**src/rtl/zbt_addr_calc.sv**
```systemverilog
`default_nettype none
// ============================================================================
// Module   : zbt_addr_calc
// Brief    : ZBT word-address generator for the audio store; tracks the
//            sample phase, word offset and per-song recorded length.
// Revision : 1.0 - initial release
// ============================================================================
module zbt_addr_calc #(
  parameter int OFFSET_W = 16
) (
  input  logic                  clk,
  input  logic                  reset,
  input  logic                  ready,
  input  logic                  start_song,
  input  logic [3:0]            song_choice,
  input  logic                  record_mode,
  input  logic                  pause_song,
  output logic [OFFSET_W+2:0]   addr,
  output logic                  bank_sel,
  output logic                  song_done,
  output logic [OFFSET_W-1:0]   offset
);

  typedef enum logic [1:0] {
    S_IDLE   = 2'd0,
    S_ACTIVE = 2'd1,
    S_DONE   = 2'd2
  } state_t;

  state_t                r_state;
  state_t                w_next_state;
  logic [3:0]            r_cur_song;
  logic                  r_cur_rec;
  logic [1:0]            r_phase;
  logic [OFFSET_W-1:0]   r_offset;
  logic [OFFSET_W:0]     r_len [16];
  logic                  r_song_done;

  logic                  w_step;
  logic                  w_word_adv;
  logic [OFFSET_W:0]     w_offset_inc;
  logic                  w_at_end;

  // start_song pre-empts a coincident ready, so the step is masked by it
  assign w_step       = (r_state == S_ACTIVE) && ready && !pause_song && !start_song;
  assign w_word_adv   = w_step && (r_phase == 2'd2);
  assign w_offset_inc = {1'b0, r_offset} + {{OFFSET_W{1'b0}}, 1'b1};
  assign w_at_end     = r_cur_rec ? (r_offset == {OFFSET_W{1'b1}})
                                  : (w_offset_inc == r_len[r_cur_song]);

  always_comb begin
    w_next_state = r_state;
    if (start_song) begin
      if (!record_mode && (r_len[song_choice] == '0))
        w_next_state = S_DONE;
      else
        w_next_state = S_ACTIVE;
    end else if (w_word_adv && w_at_end) begin
      w_next_state = S_DONE;
    end
  end

  always_ff @(posedge clk) begin
    if (!reset) r_state <= S_IDLE;
    else        r_state <= w_next_state;
  end

  always_ff @(posedge clk) begin
    if (!reset) begin
      r_cur_song  <= 4'd0;
      r_cur_rec   <= 1'b0;
      r_phase     <= 2'd0;
      r_offset    <= '0;
      r_song_done <= 1'b1;
      for (int i = 0; i < 16; i++) r_len[i] <= '0;
    end else begin
      r_song_done <= (w_next_state != S_ACTIVE);
      if (start_song) begin
        r_cur_song <= song_choice;
        r_cur_rec  <= record_mode;
        r_phase    <= 2'd0;
        r_offset   <= '0;
        if (record_mode) r_len[song_choice] <= '0;
      end else if (w_step) begin
        r_phase <= w_word_adv ? 2'd0 : r_phase + 2'd1;
        if (w_word_adv) begin
          if (r_cur_rec) r_len[r_cur_song] <= w_offset_inc;
          // the terminating word holds its offset so addr stays on the last word
          if (!w_at_end) r_offset <= w_offset_inc[OFFSET_W-1:0];
        end
      end
    end
  end

  assign addr      = {r_cur_song[2:0], r_offset};
  assign bank_sel  = r_cur_song[3];
  assign song_done = r_song_done;
  assign offset    = r_offset;

endmodule
`default_nettype wire

```
**config.mk**
```make
export PLATFORM = sky130hd
export DESIGN_NAME = zbt_addr_calc
export DESIGN_NICKNAME = d
export VERILOG_FILES = /design/src/rtl/zbt_addr_calc.sv
export SDC_FILE = /design/constraint.sdc
export NUM_CORES = 1
export LEC_CHECK = 0
export BUFFER_PORTS_ARGS = -buffer_cell sky130_fd_sc_hd__buf_2
export CAP_MARGIN = 30
export CORE_ASPECT_RATIO = 1.5
export CORE_MARGIN = 5
export CORE_UTILIZATION = 60
export CTS_CLUSTER_DIAMETER = 40
export CTS_CLUSTER_SIZE = 12
export DETAILED_ROUTE_END_ITERATION = 7
export HOLD_SLACK_MARGIN = 0.05
export PLACE_DENSITY = 0.77
export SYNTH_ARGS = -nofsm -noshare
export SYNTH_HDL_FRONTEND = slang
export SYNTH_SLANG_ARGS = --single-unit
```
**constraint.sdc**
```tcl
create_clock -name clk -period 6.75 [get_ports clk]
set_input_delay 0.675 -clock clk [delete_from_list [all_inputs] [get_ports clk]]
set_output_delay 0.675 -clock clk [all_outputs]
set_load 0.01 [all_outputs]
```
### Word-level counts from Yosys, hierarchy flattened

Memory sizes are Yosys's and may differ from the RTL's. A register that Yosys moved wholly into a read port is not among the register bits.
Cells that the tools add are included.

| word-level totals | value |
|---|---|
| RAM bits | 272 |
| memories | 1 |
| bits in registers | 26 |

Memories:

| name | depth | width | read ports | clocked after memory_dff | write ports | RTL line | source |
|---|---|---|---|---|---|---|---|
| r_len | 16 | 17 | 2 | 1 | 16 | 36 | `logic [OFFSET_W:0] r_len [16];` |

| cells by class | value |
|---|---|
| eq/ne operators | 5 |
| reduce and logical (&&, ||, !) cells | 14 |
| bitwise gates (word level) | 2 |
| add/sub/neg operators | 2 |
| mux-type cells | 24 |

Operators with widths:

| cell | count |
|---|---|
| two-way mux 17 bit | 2 |
| OR reduction 17 bit | 2 |
| adder 16 x 1 -> 17 bit, second input constant | 1 |
| == test 17 bit | 1 |
| zero test 17 bit | 1 |
| == test 16 bit, second input constant | 1 |
| two-way mux 4 bit | 4 |
| two-way mux 1 bit | 14 |
| two-way mux 2 bit | 4 |
| logical AND 1 bit | 6 |
| zero test 1 bit | 3 |
| AND reduction 3 bit | 1 |
| adder 2 x 1 -> 2 bit, second input constant | 1 |
| == test 2 x 1 -> 1 bit, second input constant | 1 |
| == test 2 bit, second input constant | 1 |
| != test 2 x 1 -> 1 bit, second input constant | 1 |
| NOT 1 bit | 2 |
| OR reduction 2 bit | 1 |

### Longest topological paths before layout

Gate-level depths: netlist (run 1).

| logic depth | value |
|---|---|
| word-level depth | 12 |
| gate-level depth with buffers | 14 |
| mapped depth without buffers | 10 |

### Least setup slack after synthesis (run 1)

No wires, ideal clock.

| path | value |
|---|---|
| path kind | input-to-reg |
| from | in reset |
| to | mem r_len[1][0] (netlist name), enable pin |
| setup time | 0.374 ns |
| arrival | 2.957 ns |
| cell stages on the path | 11 |
| slack | 3.419 ns |
| cells stage by stage | clkbuf_1 -> nor2b_1 -> clkbuf_1 -> nand2_1 -> nor2_1 -> clkbuf_1 -> nand3b_1 -> o21ai_1 -> nand2_1 -> clkbuf_1 -> nand2_1 |

RTL lines:

| element | RTL line | source |
|---|---|---|
| start, declared | 12 | `input logic reset,` |
| end, declared | 36 |  |

==> metrics.yaml, run 1 <==
outcome: "finished clean"
slew_violations: 0
place_ws_ns: 2.255
io_buffer_count: 46
ys_seq_area_frac: 0.6010
ios: 47
ys.flop_type: "edfxtp_1"
h-tree-depth: 2
drt_drc_violations_left: 0
worstHoldPathType: "reg2reg"
drv_cap: 0
initialDrtViolationCount: 1862
critPathRequiredTime_ns: 6.89
root_buffer: "clkbuf_16"
first_global_vias: 10568
layout-drive-gt1-share: 0.1585
p_per_area_nw_per_um2: 266.4
nFillCells: 1706
clkPwrFrac: 0.416
min-delay-start: "r_state[0]"
critPathKind: "in2reg"
ys_warn_count: 0
num_vias: 10927
grt-busiest-layer: "met2"
crit_fanout: 26
synth_top_area_cell: "edfxtp_1"
hpwlAfterDp_mm: 32.56
die_h_um: 201.0
clockBufferDepth: 3
rows: 70
finalSetupViolations: 0
layout_min_cycle_time_ns: 4.149
setup_tns_ns: 0
worst_slew_pin_slew_ns: 1.107
gr-total-overflow: 0
syn-cell-area_um2: 14590
max-slew-margin-rel: 0.2601
skew_ns: 0.01964
use_met1: 0.3960
regArea_um2: 8775
period_share: 0.6147
timing.final.ws_setup_ns: 2.601
avgSynthCellArea_um2: 12.36
power_frac_seq: 0.516
dieArea_um2: 27600
ys_ff_latch: 302
grt_start_max_net_pins: 54
crit_arrival_ns: 4.29
internal-power_mw: 3.316
synth_edf_count: 272
grtUsageMet2: 0.5346
critical-path-max-stage-delay_ns: 0.72
holdPathStages: 2
die_x_um: 137.3
numCtsBuffers: 34
grt_setup_unrepaired: "no"
wire_per_inst_um: 30.70
netlist_instances: 1180
crit_chain: "buf_2, buf_4, nor2b_1, nand2_1, nor2_1, buf_4, nand2_1, o22ai_1, nand2_1, nand2_1"
areaGrowthSynthToFinish_pct: 10.44
initial_core_util: 0.6036
nets: 1197
cp-start-kind: "primary input"
path_clk_slew_ns: 0.06
grt_util_met3: 0.1026
avgViaCountPerCell: 7.175
fp.coreArea_um2: 24170
yosysTopAreaCellShare: 0.5598
ir_drop_mv: 0.1797
worstHoldEndpoint: "r_state[0]"
detail-route-antenna-nets: 0
synth_common_cells: "300 x nor2_1, 272 x edfxtp_1, 81 x nand2_1"
grt_pass1_wl_mm: 67.23
clock_latency_ns: 0.52
synth_cell_types: 59
place.gp.congestion: 0.9941
post_cts_buffers: 0
end_kind: "flip-flop"
cts_tree: "done"
multi_input_area_um2: 5269
cts_hold_buf: 0
grt_util_all_layers: 0.3395
fmax_ghz: 0.2410
synth_nets: 1191
combPwrFrac: 0.068
hold_viol: 0
swShare: 0.2275
cellLeakagePower_nw: 4.975
drt_wl_total_mm: 46.76
cts.sinks: 302
reg2reg_to: "offset[8]"
synth_most_common_cell: "nor2_1"
reg2reg_depth: 11
power.switching_uw: 976.6
slowest_stage: "nand2_1"
async_flop_share: 0
cts_resized: 0
synth_area_leaders: "edfxtp_1 56%, mux4_2 10%, nor2_1 7.7%, dfxtp_1 4.1%, nor4_1 2.3%"
rrSetupSlack_ns: 2.82
drt-pass1-iter-count: 6
diodes: 0
antenna_found_initial: 1
cpMostUsedCell: "nand2_1"
## stage by stage
step                power (mW)    util  instances  hold slack [ns]  area [um^2]
floorplan                2.404       -       1180           0.4582        14590
global placement         2.513  0.6105       1460           0.4780        14760
detailed placement       2.522  0.6188       1470           0.4928        14960
CTS                      4.271  0.6625       1519           0.5022        16020
global route             4.381  0.6666       1523           0.5335        16110
finish                   4.292  0.6666       1523           0.4938        16110
## power by group through the flow
stage | sequential, mW | clock (mW) | combinational (mW)
after global routing | 2.22 | 1.86 | 0.301
after detailed placement | 2.25 | 0 | 0.268
after floorplan | 2.19 | 0 | 0.212
final | 2.22 | 1.78 | 0.291
after global placement | 2.25 | 0 | 0.263
after CTS | 2.22 | 1.78 | 0.270
## per-layer routing
layer | wire length [um] | share of wire
met2 | 21640 | 0.46
met3 | 6402 | 0.14
met4 | 4551 | 0.097
met1 | 14150 | 0.30
met5 | 13 | 0.00028
## placed cells by master, fill, tap and decap left out, drive strengths merged, types with 11 or more instances in the layout
cell / n
clkbuf: 41
nor4b: 11
o31ai: 16
nor2b: 15
a21oi: 20
dfxtp: 30
nor2: 300
buf: 67
nand2: 81
mux2i: 11
nand4: 21
edfxtp: 272
nor4: 54
mux4: 68
xnor2: 15
nand3: 20
or4: 16
a22oi: 25
nor3: 14
## registers in the layout, indices dropped and copies added (netlist names), named ones only
name / flops
r_state: 2
song_done: 1
offset: 16
r_len: 272
r_phase: 2
r_cur_song: 4
r_cur_rec: 1
## cell families after synthesis
logic type,after synthesis,synth area share
buf+inv,104,0.03790
flops,302,0.6010
compound gates,109,0.05523
xor+xnor,23,0.01381
simple gates,562,0.1782
mux,79,0.1130
fa+ha+maj,1,0.0008574
## worst max-delay path by stage
stage | startpoint | to | slack [ns]
finish | reset | r_len[5][7] | 2.60
global route | reset | r_len[5][12] | 2.45
CTS | reset | r_len[7][13] | 2.77
detailed placement | reset | r_len[7][12] | 2.25
global placement | reset | r_len[5][11] | 2.37
floorplan | reset | r_len[1][0] | 3.42
## worst max-delay path, delay by kind of cell
family          cells  cell delay (ns)
buf+inv             3             0.69
compound gates      1             0.64
simple gates        6             2.28
## area by class of cell
type,count,share of cell area
tap,324,0.02516
clock inverter,8,0.006600
inverter,7,0.001631
sequential,302,0.5446
multi-input combinational,774,0.3270
clock buffer,41,0.05902
timing repair buffer,67,0.03603
Power figures use the tool's default switching activity.
==> inputs of run 2 (changes only) <==
==> constraint.sdc (replaced) <==
create_clock -name clk -period 4.1 [get_ports clk]
set_input_delay 0.41 -clock clk [delete_from_list [all_inputs] [get_ports clk]]
set_output_delay 0.41 -clock clk [all_outputs]
set_load 0.01 [all_outputs]
==> run 2 against run 1 <==
Combinational power rose by 69%. Routed wire length fell by 1.3%. Sequential cell count did not move. Global-route usage rose by 0.23 points. Hold slack got worse by 0.20 ns. Sequential power rose by 64%. Critical path depth did not move. Clock-buffer cell count rose by 3. Core utilization rose by 0.12 points. First-iteration DRC count fell by 19%. Die area did not move. Power rose by 62%. Largest power group unchanged.
==> metrics.yaml, run 2 (synthesized netlist as in run 1, its figures left out) <==
outcome: "finished clean"
die_x_um: 137.3
gr-total-overflow: 0
die_h_um: 201.0
ir_drop_mv: 0.2395
period_share: 0.9029
clkPwrFrac: 0.408
grt_util_all_layers: 0.3419
timing.hold.ws_ns: 0.2900
initial_core_util: 0.6036
postPlaceCellArea_um2: 15090
cts.sinks: 302
internal-power_mw: 5.366
max-slew-margin-rel: 0.2737
detail-route-antenna-nets: 0
crit_fanout: 32
cts_resized: 0
power_frac_seq: 0.522
nets: 1222
clockBufferDepth: 3
initialDrtViolationCount: 1510
setup_tns_ns: 0
numCtsBuffers: 34
power.switching_mw: 1.608
dieArea_um2: 27600
io_buffer_count: 46
first_global_vias: 10814
swShare: 0.2306
reg2reg_depth: 10
place.gp.congestion: 1.044
combPwrFrac: 0.070
min-delay-start: "song_choice[3]"
final_common_cell: "nor2_1"
worstHoldPathType: "in2reg"
antenna_found_initial: 0
layout_common_cells: "300 x nor2_1, 272 x edfxtp_1, 81 x nand2_1, 66 x mux4_2, 54 x nor4_1"
drt-pass1-iter-count: 6
root_buffer: "clkbuf_16"
hold_viol: 0
post_cts_buffers: 0
cts_tree: "done"
worst_slew_pin_slew_ns: 1.087
clock_latency_ns: 0.53
nFillCells: 1759
path_clk_slew_ns: 0.06
layout_min_cycle_time_ns: 3.702
hpwlAfterDp_mm: 32.92
ios: 47
drt_wl_total_mm: 46.13
slew_violations: 0
critPathKind: "reg2reg"
final_area_um2: 16140
diodes: 0
cellLeakagePower_nw: 5.013
grt_setup_unrepaired: "no"
skew_ns: 0.02087
crit_arrival_ns: 4.06
fmax_ghz: 0.2701
areaGrowthSynthToFinish_pct: 10.64
reg2reg_to: "offset[2]"
cts_hold_buf: 0
p_per_area_nw_per_um2: 432.0
largest_reg_flops: 272
end_kind: "flip-flop"
cp-start-kind: "flip-flop"
rrSetupSlack_ns: 0.40
grt_start_max_net_pins: 33
holdPathStages: 3
regMostFlops: "r_len"
num_vias: 10907
rows: 70
grt_pass1_wl_mm: 67.95
critPathRequiredTime_ns: 4.46
finalSetupViolations: 0
h-tree-depth: 2
wire_per_inst_um: 29.69
drt_drc_violations_left: 0
drv_cap: 0
fp.coreArea_um2: 24170
layout-drive-gt1-share: 0.1740
avgViaCountPerCell: 7.019
[run 2: changes by cell type in the layout (fill, tap and decap cells not counted)]
| cell | delta |
|---|---|
| buf_12 | +4 |
| buf_16 | -6 |
| buf_4 | +34 |
| buf_8 | -7 |
| bufinv_16 | -1 |
| clkbuf_1 | +4 |
| clkbuf_16 | -2 |
| clkbuf_8 | +1 |
| clkinv_1 | +3 |
| clkinv_2 | +1 |
[run 2: layout make-up]
type | count | area, um^2 | share of cell area
clock buffer | 44 | 929.6 | 0.05759
clock inverter | 11 | 92.59 | 0.005736
inverter | 7 | 26.28 | 0.001628
multi-input combinational | 774 | 5269 | 0.3264
sequential | 302 | 8775 | 0.5436
tap | 324 | 405.4 | 0.02511
timing repair buffer | 92 | 645.6 | 0.03999
[run 2: worst max-delay path by stage]
stage          startpoint     endpoint  depth (start not counted)
5_1_grt         flip-flop   offset[13]                         10
3_5_place_dp    flip-flop   offset[15]                         10
4_1_cts         flip-flop    offset[8]                         10
2_1_floorplan       reset  r_len[9][0]                         11
6_report        flip-flop    offset[2]                         10
3_3_place_gp    flip-flop   offset[10]                         10
[run 2: power groups by stage]
stage	combinational (mW)	sequential (mW)	clock [mW]
final	0.491	3.64	2.84
after detailed placement	0.476	3.69	0
after CTS	0.477	3.63	2.84
after floorplan	0.349	3.61	0
after global routing	0.512	3.64	3.00
after global placement	0.470	3.69	0
[run 2: per-layer routing]
| layer | share of wire | vias up | track usage |
|---|---|---|---|
| met5 | 0 | - | 0 |
| met4 | 0.094 | 0 | 0.2400 |
| met3 | 0.11 | 243 | 0.08024 |
| met2 | 0.50 | 855 | 0.5707 |
| met1 | 0.30 | 5312 | 0.3785 |
| li1 | - | 4497 | - |
[run 2: through the flow]
| step | setup WS [ns] | instances | power, mW | utilization |
|---|---|---|---|---|
| 6_report | 0.3982 | 1554 | 6.974 | 0.6678 |
| 5_1_grt | 0.2124 | 1554 | 7.159 | 0.6678 |
| 4_1_cts | 0.5373 | 1553 | 6.953 | 0.6667 |
| 3_5_place_dp | 0.5629 | 1498 | 4.170 | 0.6244 |
| 3_3_place_gp | 0.6318 | 1498 | 4.158 | 0.6244 |
| 2_1_floorplan | 1.034 | 1180 | 3.958 | - |
[run 2: critical path, cell delays in order (launching register included)]
cell and delay, ns:
dfxtp_4 0.65, buf_12 0.27, mux4_2 0.55, a22oi_1 0.54, nand4_1 0.17, a22oi_1 0.30
nand3_1 0.18, nor4b_4 0.27, buf_4 0.33, or4_1 0.16, a21oi_1 0.07
